==> src/rtl/i2s_pkg.sv <==
// Shared constants and types for the I2S DAC output stage.
// Holds sample widths, frame/slot geometry and saturation limits.
package i2s_pkg;

    localparam int unsigned DIN_W      = 34;
    localparam int unsigned DOUT_W     = 24;
    localparam int unsigned SHIFT      = 9;
    localparam int unsigned BCLK_DIV   = 8;
    localparam int unsigned SLOTS      = 64;
    localparam int unsigned FRAME_CLKS = SLOTS * BCLK_DIV;
    localparam int unsigned CNT_W      = $clog2(FRAME_CLKS);
    localparam int unsigned BIT_W      = $clog2(BCLK_DIV);
    localparam int unsigned SLOT_W     = $clog2(SLOTS);
    localparam int unsigned L_MSB_SLOT = 1;
    localparam int unsigned R_MSB_SLOT = 33;
    localparam int unsigned TEST_W     = 16;

    localparam logic [DOUT_W-1:0] SAT_MAX = 24'h7FFFFF;
    localparam logic [DOUT_W-1:0] SAT_MIN = 24'h800000;

    typedef struct packed {
        logic [DOUT_W-1:0] r;
        logic [DOUT_W-1:0] l;
    } stereo_t;

    // True while slot lies in the DOUT_W-slot data window starting at msb.
    function automatic logic slot_in(input logic [SLOT_W-1:0] slot,
                                     input logic [SLOT_W-1:0] msb);
        return (slot >= msb) && (slot <= msb + SLOT_W'(DOUT_W - 1));
    endfunction

endpackage

==> src/rtl/i2s_sat_scaler.sv <==
// One-channel registered arithmetic right shift followed by saturation to DOUT_W bits.
// dout/clip update only on valid and hold otherwise.
module i2s_sat_scaler
    import i2s_pkg::*;
(
    input  logic              clk,
    input  logic              reset,
    input  logic              valid,
    input  logic [DIN_W-1:0]  din,
    output logic [DOUT_W-1:0] dout,
    output logic              clip
);

    localparam int unsigned SH_W   = DIN_W - SHIFT;
    localparam int unsigned HEAD_W = SH_W - DOUT_W + 1;

    logic [SH_W-1:0]   shifted_c;
    logic [HEAD_W-1:0] head_c;
    logic              ovf_c;
    logic [DOUT_W-1:0] sat_c;
    logic              unused_lsbs_c;

    // Shifted value fits in DOUT_W only if the sign and all bits above it agree.
    always_comb begin
        shifted_c     = din[DIN_W-1:SHIFT];
        head_c        = shifted_c[SH_W-1:DOUT_W-1];
        ovf_c         = !((&head_c) || !(|head_c));
        sat_c         = shifted_c[DOUT_W-1:0];
        unused_lsbs_c = ^din[SHIFT-1:0];
        if (ovf_c) begin
            sat_c = shifted_c[SH_W-1] ? SAT_MIN : SAT_MAX;
        end
    end

    always_ff @(posedge clk) begin
        if (reset) begin
            dout <= '0;
            clip <= 1'b0;
        end else if (valid) begin
            dout <= sat_c;
            clip <= ovf_c;
        end
    end

endmodule

==> src/rtl/i2s_dac_tx.sv <==
// I2S transmitter: scales interpolator samples, double-buffers them and serialises
// 24-bit left/right words in 32-bit slots on a free-running 512-clk frame.
module i2s_dac_tx
    import i2s_pkg::*;
(
    input  logic              clk,
    input  logic              reset,
    input  logic              run,
    input  logic              din_valid,
    input  logic [DIN_W-1:0]  l_data_in,
    input  logic [DIN_W-1:0]  r_data_in,
    input  logic              clear_flags,
    output logic              bclk,
    output logic              lrclk,
    output logic              sdata,
    output logic              frame_start,
    output logic [1:0]        clip,
    output logic              underrun,
    output logic              overrun,
    output logic [TEST_W-1:0] test_data
);

    logic [CNT_W-1:0]  frm_cnt;
    logic              valid_q;
    logic [DOUT_W-1:0] scaled_l;
    logic [DOUT_W-1:0] scaled_r;
    logic              clip_l;
    logic              clip_r;
    stereo_t           scaled;
    stereo_t           pend;
    stereo_t           word;
    stereo_t           shreg;
    logic              pend_full;

    logic [SLOT_W-1:0] slot_c;
    logic              bit_end_c;
    logic              l_act_c;
    logic              r_act_c;
    logic              load_c;
    logic              wr_c;
    logic              sdata_c;
    logic [1:0]        clip_set_c;
    logic              underrun_set_c;
    logic              overrun_set_c;

    i2s_sat_scaler u_scale_l (
        .clk   (clk),
        .reset (reset),
        .valid (din_valid),
        .din   (l_data_in),
        .dout  (scaled_l),
        .clip  (clip_l)
    );

    i2s_sat_scaler u_scale_r (
        .clk   (clk),
        .reset (reset),
        .valid (din_valid),
        .din   (r_data_in),
        .dout  (scaled_r),
        .clip  (clip_r)
    );

    // Frame decode, serial bit selection and flag set conditions.
    always_comb begin
        scaled.l       = scaled_l;
        scaled.r       = scaled_r;
        slot_c         = frm_cnt[CNT_W-1 -: SLOT_W];
        bit_end_c      = &frm_cnt[BIT_W-1:0];
        l_act_c        = slot_in(slot_c, SLOT_W'(L_MSB_SLOT));
        r_act_c        = slot_in(slot_c, SLOT_W'(R_MSB_SLOT));
        load_c         = run && (frm_cnt == CNT_W'(FRAME_CLKS - 1));
        wr_c           = valid_q;
        sdata_c        = 1'b0;
        clip_set_c     = {valid_q & clip_r, valid_q & clip_l};
        underrun_set_c = load_c && !pend_full;
        overrun_set_c  = wr_c && pend_full && !load_c;
        if (run && l_act_c) begin
            sdata_c = shreg.l[DOUT_W-1];
        end else if (run && r_act_c) begin
            sdata_c = shreg.r[DOUT_W-1];
        end
    end

    // Frame counter and registered serial outputs, all lagging frm_cnt by one clk.
    always_ff @(posedge clk) begin
        if (reset) begin
            frm_cnt     <= '0;
            bclk        <= 1'b0;
            lrclk       <= 1'b0;
            sdata       <= 1'b0;
            frame_start <= 1'b0;
        end else begin
            frm_cnt     <= run ? frm_cnt + CNT_W'(1) : '0;
            bclk        <= run & frm_cnt[BIT_W-1];
            lrclk       <= run & frm_cnt[CNT_W-1];
            sdata       <= sdata_c;
            frame_start <= run && (frm_cnt == '0);
        end
    end

    // Pending buffer: a same-cycle load takes the old pair, the new pair stays pending.
    always_ff @(posedge clk) begin
        if (reset) begin
            valid_q   <= 1'b0;
            pend      <= '0;
            pend_full <= 1'b0;
        end else begin
            valid_q <= din_valid;
            if (wr_c) begin
                pend <= scaled;
            end
            if (load_c) begin
                pend_full <= wr_c;
            end else if (wr_c) begin
                pend_full <= 1'b1;
            end
        end
    end

    // Frame words and shift registers; idle reloads keep a restarted frame coherent.
    always_ff @(posedge clk) begin
        if (reset) begin
            word  <= '0;
            shreg <= '0;
        end else if (!run) begin
            shreg <= word;
        end else if (load_c) begin
            if (pend_full) begin
                word  <= pend;
                shreg <= pend;
            end else begin
                shreg <= word;
            end
        end else if (bit_end_c) begin
            if (l_act_c) begin
                shreg.l <= shreg.l << 1;
            end
            if (r_act_c) begin
                shreg.r <= shreg.r << 1;
            end
        end
    end

    // Sticky flags: a set condition wins over a simultaneous clear.
    always_ff @(posedge clk) begin
        if (reset) begin
            clip      <= '0;
            underrun  <= 1'b0;
            overrun   <= 1'b0;
            test_data <= '0;
        end else begin
            clip      <= clip_set_c | (clip & {2{~clear_flags}});
            underrun  <= underrun_set_c | (underrun & ~clear_flags);
            overrun   <= overrun_set_c | (overrun & ~clear_flags);
            test_data <= {frm_cnt, pend_full, clip, underrun, overrun, run, din_valid};
        end
    end

endmodule
==> config.mk <==
export PLATFORM = sky130hd
export DESIGN_NAME = i2s_dac_tx
export DESIGN_NICKNAME = d
export VERILOG_FILES = /design/src/rtl/i2s_pkg.sv /design/src/rtl/i2s_sat_scaler.sv /design/src/rtl/i2s_dac_tx.sv
export SDC_FILE = /design/constraint.sdc
export NUM_CORES = 1
export LEC_CHECK = 0
export ABC_AREA = 1
export ABC_CLOCK_PERIOD_IN_PS = 6000
export BUFFER_PORTS_ARGS = -buffer_cell sky130_fd_sc_hd__buf_2
export CORE_UTILIZATION = 30
export CTS_BUF_LIST = sky130_fd_sc_hd__clkbuf_4
export CTS_CLUSTER_DIAMETER = 30
export DETAILED_ROUTE_END_ITERATION = 10
export GPL_ROUTABILITY_DRIVEN = 0
export SYNTH_ARGS = -nofsm -noshare
export SYNTH_HDL_FRONTEND = slang
export SYNTH_SLANG_ARGS = --single-unit
==> constraint.sdc <==
create_clock -name clk -period 6 [get_ports clk]
set_input_delay 1.2 -clock clk [delete_from_list [all_inputs] [get_ports clk]]
set_output_delay 1.2 -clock clk [all_outputs]
set_load 0.01 [all_outputs]
==> qor.yml <==
status:
  status: "completed"
placement:
  post-place-cells: 1722
  port_buffers: 78
  place_area_mm2: 0.0102
  pre_cts_ws_ns: 2.47
  detailed_place_hpwl_um: 13200
synthesis:
  synthCells: 1327
  synth-async-reset-ratio_pct: 0
  yosysWarnings: 0
  synth_simple_gate_area_share_pct: 21.3
  synth_area_leaders: "dfxtp_1 47%, nand2_1 9.5%, a21oi_1 7.7%, inv_1 7.2%, nor2_1 6.2%"
  synth_top_family_by_area: "simple AND/OR/NAND/NOR gates"
  synthTopCellsByCount: "246 x nand2_1, 228 x dfxtp_1, 186 x inv_1"
  ys_seq_area_share_pct: 47.0
  yosysUniqueCellTypes: 31
  synth_compound_area_share_pct: 18.5
  synth_top_area_cell: "dfxtp_1"
  synth_top_area_share_pct: 47.0
  synth.most_common_cell: "nand2_1"
  netlist_area_mm2: 0.00970
  muxShareOfSynthArea_pct: 0
  synth_edf_count: 0
  synth_fp_nets: 1408
  ys.flop_type: "dfxtp_1"
  synthAdderAreaFrac_pct: 1.03
  ys_ff_latch: 228
  yosys.area_share.xor_xnor_pct: 0
  syn_avg_cell_area_um2: 7.31
power_and_ir_drop:
  total_leakage_power_nw: 5.13
  clkPwrFrac_pct: 41.4
  p_seq_share_pct: 50.0
  p_int_mw: 2.39
  powerDensity_mw_per_mm2: 294
  swShare_pct: 26.1
  netSwitchingPower_mw: 0.841
  p_comb_share_pct: 8.5
  vdd_ir_drop_max_v: 0.000149
setup_path:
  start_kind: "register"
  critPathLaunch: "test_data[0]"
  path_delay_family: "flip-flops"
  endpoint_kind: "primary output"
  crit_arrival_ns: 1.96
  crit_type: "reg2out"
  path_cells: "buf_2"
  reg2reg_from: "frm_cnt[0]"
  cp_slowest_cell: "dfxtp_1"
  path_buf_inv: 1
  cp_max_fo: 23
  cp.required_ns: 4.80
  cpPeakStageDelay_ns: 0.96
die:
  initial_core_util_pct: 30.6
  core_area_mm2: 0.0317
  die_y_um: 182
  ios: 97
  fp.dieW_um: 182
  rows: 65
  die-area_mm2: 0.0331
sta:
  rsz0062_at_grt: "false"
  slew_headroom_pct: 33.5
  final_hold_viol_count: 0
  worst_pin_slew_ns: 0.998
  setup_viol: 0
  setup_slack_ns: 2.84
  fin_setup_tns_ns: 0
  period_minus_slack_ns: 3.16
  period_share_pct: 52.6
  max_clock_freq_mhz: 317
  fin_skew_ns: 0.0522
  slew_viol_final: 0
global_routing:
  grt_max_degree: 90
  grt_usage_pct: 14.0
  grt_pass1_wl_um: 38300
  antenna_found_initial: 1
  overflow: 0
  grt_pass1_vias: 7827
clocking:
  cts_resized: 0
  clock_sinks: 228
  htree_levels: 2
  clkLatencyLatePin_ns: 0.72
  clockBufferDepth: 3
  cts_tree: "done"
  clockRootBuffer: "clkbuf_4"
  holdBufCountCts: 0
  numCtsBuffers: 61
  clkTransAtPathRegs_ns: 0.06
  post_cts_buffers: 0
finish:
  layout-drive-gt1-share_pct: 14.2
  syn_to_final_growth_pct: 13.2
  fin_nets: 1464
  fill_cells: 3439
  fin_cells: 1825
  fin_area_mm2: 0.0110
routing:
  drtPass1Iterations: 5
  drt-vias-per-instance: 4.67
  wl_per_cell_um: 12.5
  wl_met3_um: 1320
  wl_met2_um: 9630
  drt_wl_total_um: 22900
  highest_layer: "met4"
  drc_errors: 0
  drtIter0Drc: 489
  met1_length_um: 11500
  routed-via-count: 8518
  ant_nets: 0
run:
  drv_cap: 0
hold_path:
  min_from: "overrun"
  min_path_type: "reg2reg"
==> cell usage in the layout, fill, tap and decap left out <==
| cell | synthesis | routed |
|---|---|---|
| nand2_2 | 4 | 4 |
| dfxtp_2 | 0 | 1 |
| inv_1 | 186 | 185 |
| nand2_1 | 246 | 246 |
| inv_4 | 0 | 1 |
| nor3b_1 | 2 | 2 |
| nand3b_1 | 11 | 11 |
| nor2_2 | 1 | 1 |
| o21ai_0 | 83 | 83 |
| o21a_1 | 1 | 1 |
| nand4_4 | 2 | 2 |
| a21oi_1 | 149 | 149 |
| o22ai_1 | 5 | 5 |
| clkbuf_4 | 0 | 88 |
| o211ai_1 | 6 | 6 |
| diode_2 | 0 | 2 |
| clkinv_1 | 1 | 5 |
| nor2_1 | 160 | 160 |
| inv_2 | 3 | 4 |
| nand3_1 | 61 | 61 |
| dfxtp_1 | 228 | 227 |
| nand4_1 | 2 | 2 |
| inv_6 | 0 | 2 |
| a32o_1 | 3 | 3 |
| ha_1 | 8 | 8 |
| bufinv_16 | 0 | 1 |
| clkinv_2 | 0 | 5 |
| nor3_1 | 5 | 5 |
| o21ai_1 | 2 | 2 |
| buf_4 | 5 | 12 |
| nor2_4 | 2 | 2 |
| o221ai_1 | 58 | 58 |
| nand3_2 | 1 | 1 |
| buf_2 | 39 | 78 |
==> path summary, 6_finish.rpt <==
path                       end  slack [ns]  cells past startpoint
setup / recovery  test_data[0]        2.84                      1
hold reg to reg   test_data[2]        0.43                      2
setup reg to reg      shreg[7]        3.00                     15
hold / removal    test_data[2]        0.43                      2
==> metrics by stage <==
step,util [%],hold slack (ns),power [mW]
CTS,34.6,0.438,3.29
detailed placement,32.2,0.428,1.93
floorplan,-,0.429,1.85
global placement,32.2,0.419,1.92
finish,34.6,0.434,3.23
global route,34.6,0.448,3.42
==> area by class of cell <==
type / count / area (um^2) / share of cell area (%)
timing repair buffer: 90 / 480 / 4.37
clock buffer: 88 / 661 / 6.01
tap: 402 / 503 / 4.58
sequential: 228 / 4570 / 41.6
multi-input combinational: 812 / 3960 / 36.1
clock inverter: 13 / 91.3 / 0.831
inverter: 190 / 716 / 6.51
antenna: 2 / 5.00 / 0.0456
==> power by group through the flow <==
stage                     Clock, mW  Sequential, mW  Combinational (mW)
after floorplan                   0            1.64               0.211
after global placement            0            1.65               0.274
after detailed placement          0            1.65               0.277
after CTS                      1.39            1.61               0.278
after global routing           1.48            1.62               0.319
final                          1.34            1.62               0.276
==> kinds of logic (layout without fill, tap and decap cells) <==
logic type      after synthesis  after routing
compound gates              307            307
fa+ha+maj                     8              8
other cells                   0              2
flops                       228            228
simple gates                497            497
buf+inv                     287            381
==> routing by layer <==
| metal | global-route usage, % | vias to the layer above |
|---|---|---|
| met3 | 3.57 | 40 |
| met5 | 0 | - |
| met1 | 18.6 | 3823 |
| met4 | 4.27 | 0 |
| met2 | 22.0 | 211 |
| li1 | - | 4444 |
==> registers in the layout, indices dropped and copies added (netlist names) <==
| signal | count |
|---|---|
| pend | 48 |
| shreg | 48 |
| word | 48 |
| u_scale_l.dout | 24 |
| u_scale_r.dout | 24 |
| test_data | 16 |
| frm_cnt | 9 |
| clip | 2 |
| bclk | 1 |
| frame_start | 1 |
| lrclk | 1 |
| overrun | 1 |
| pend_full | 1 |
| sdata | 1 |
| u_scale_l.clip | 1 |
| u_scale_r.clip | 1 |
| underrun | 1 |
Note: power is estimated with default switching activity, not from simulation.
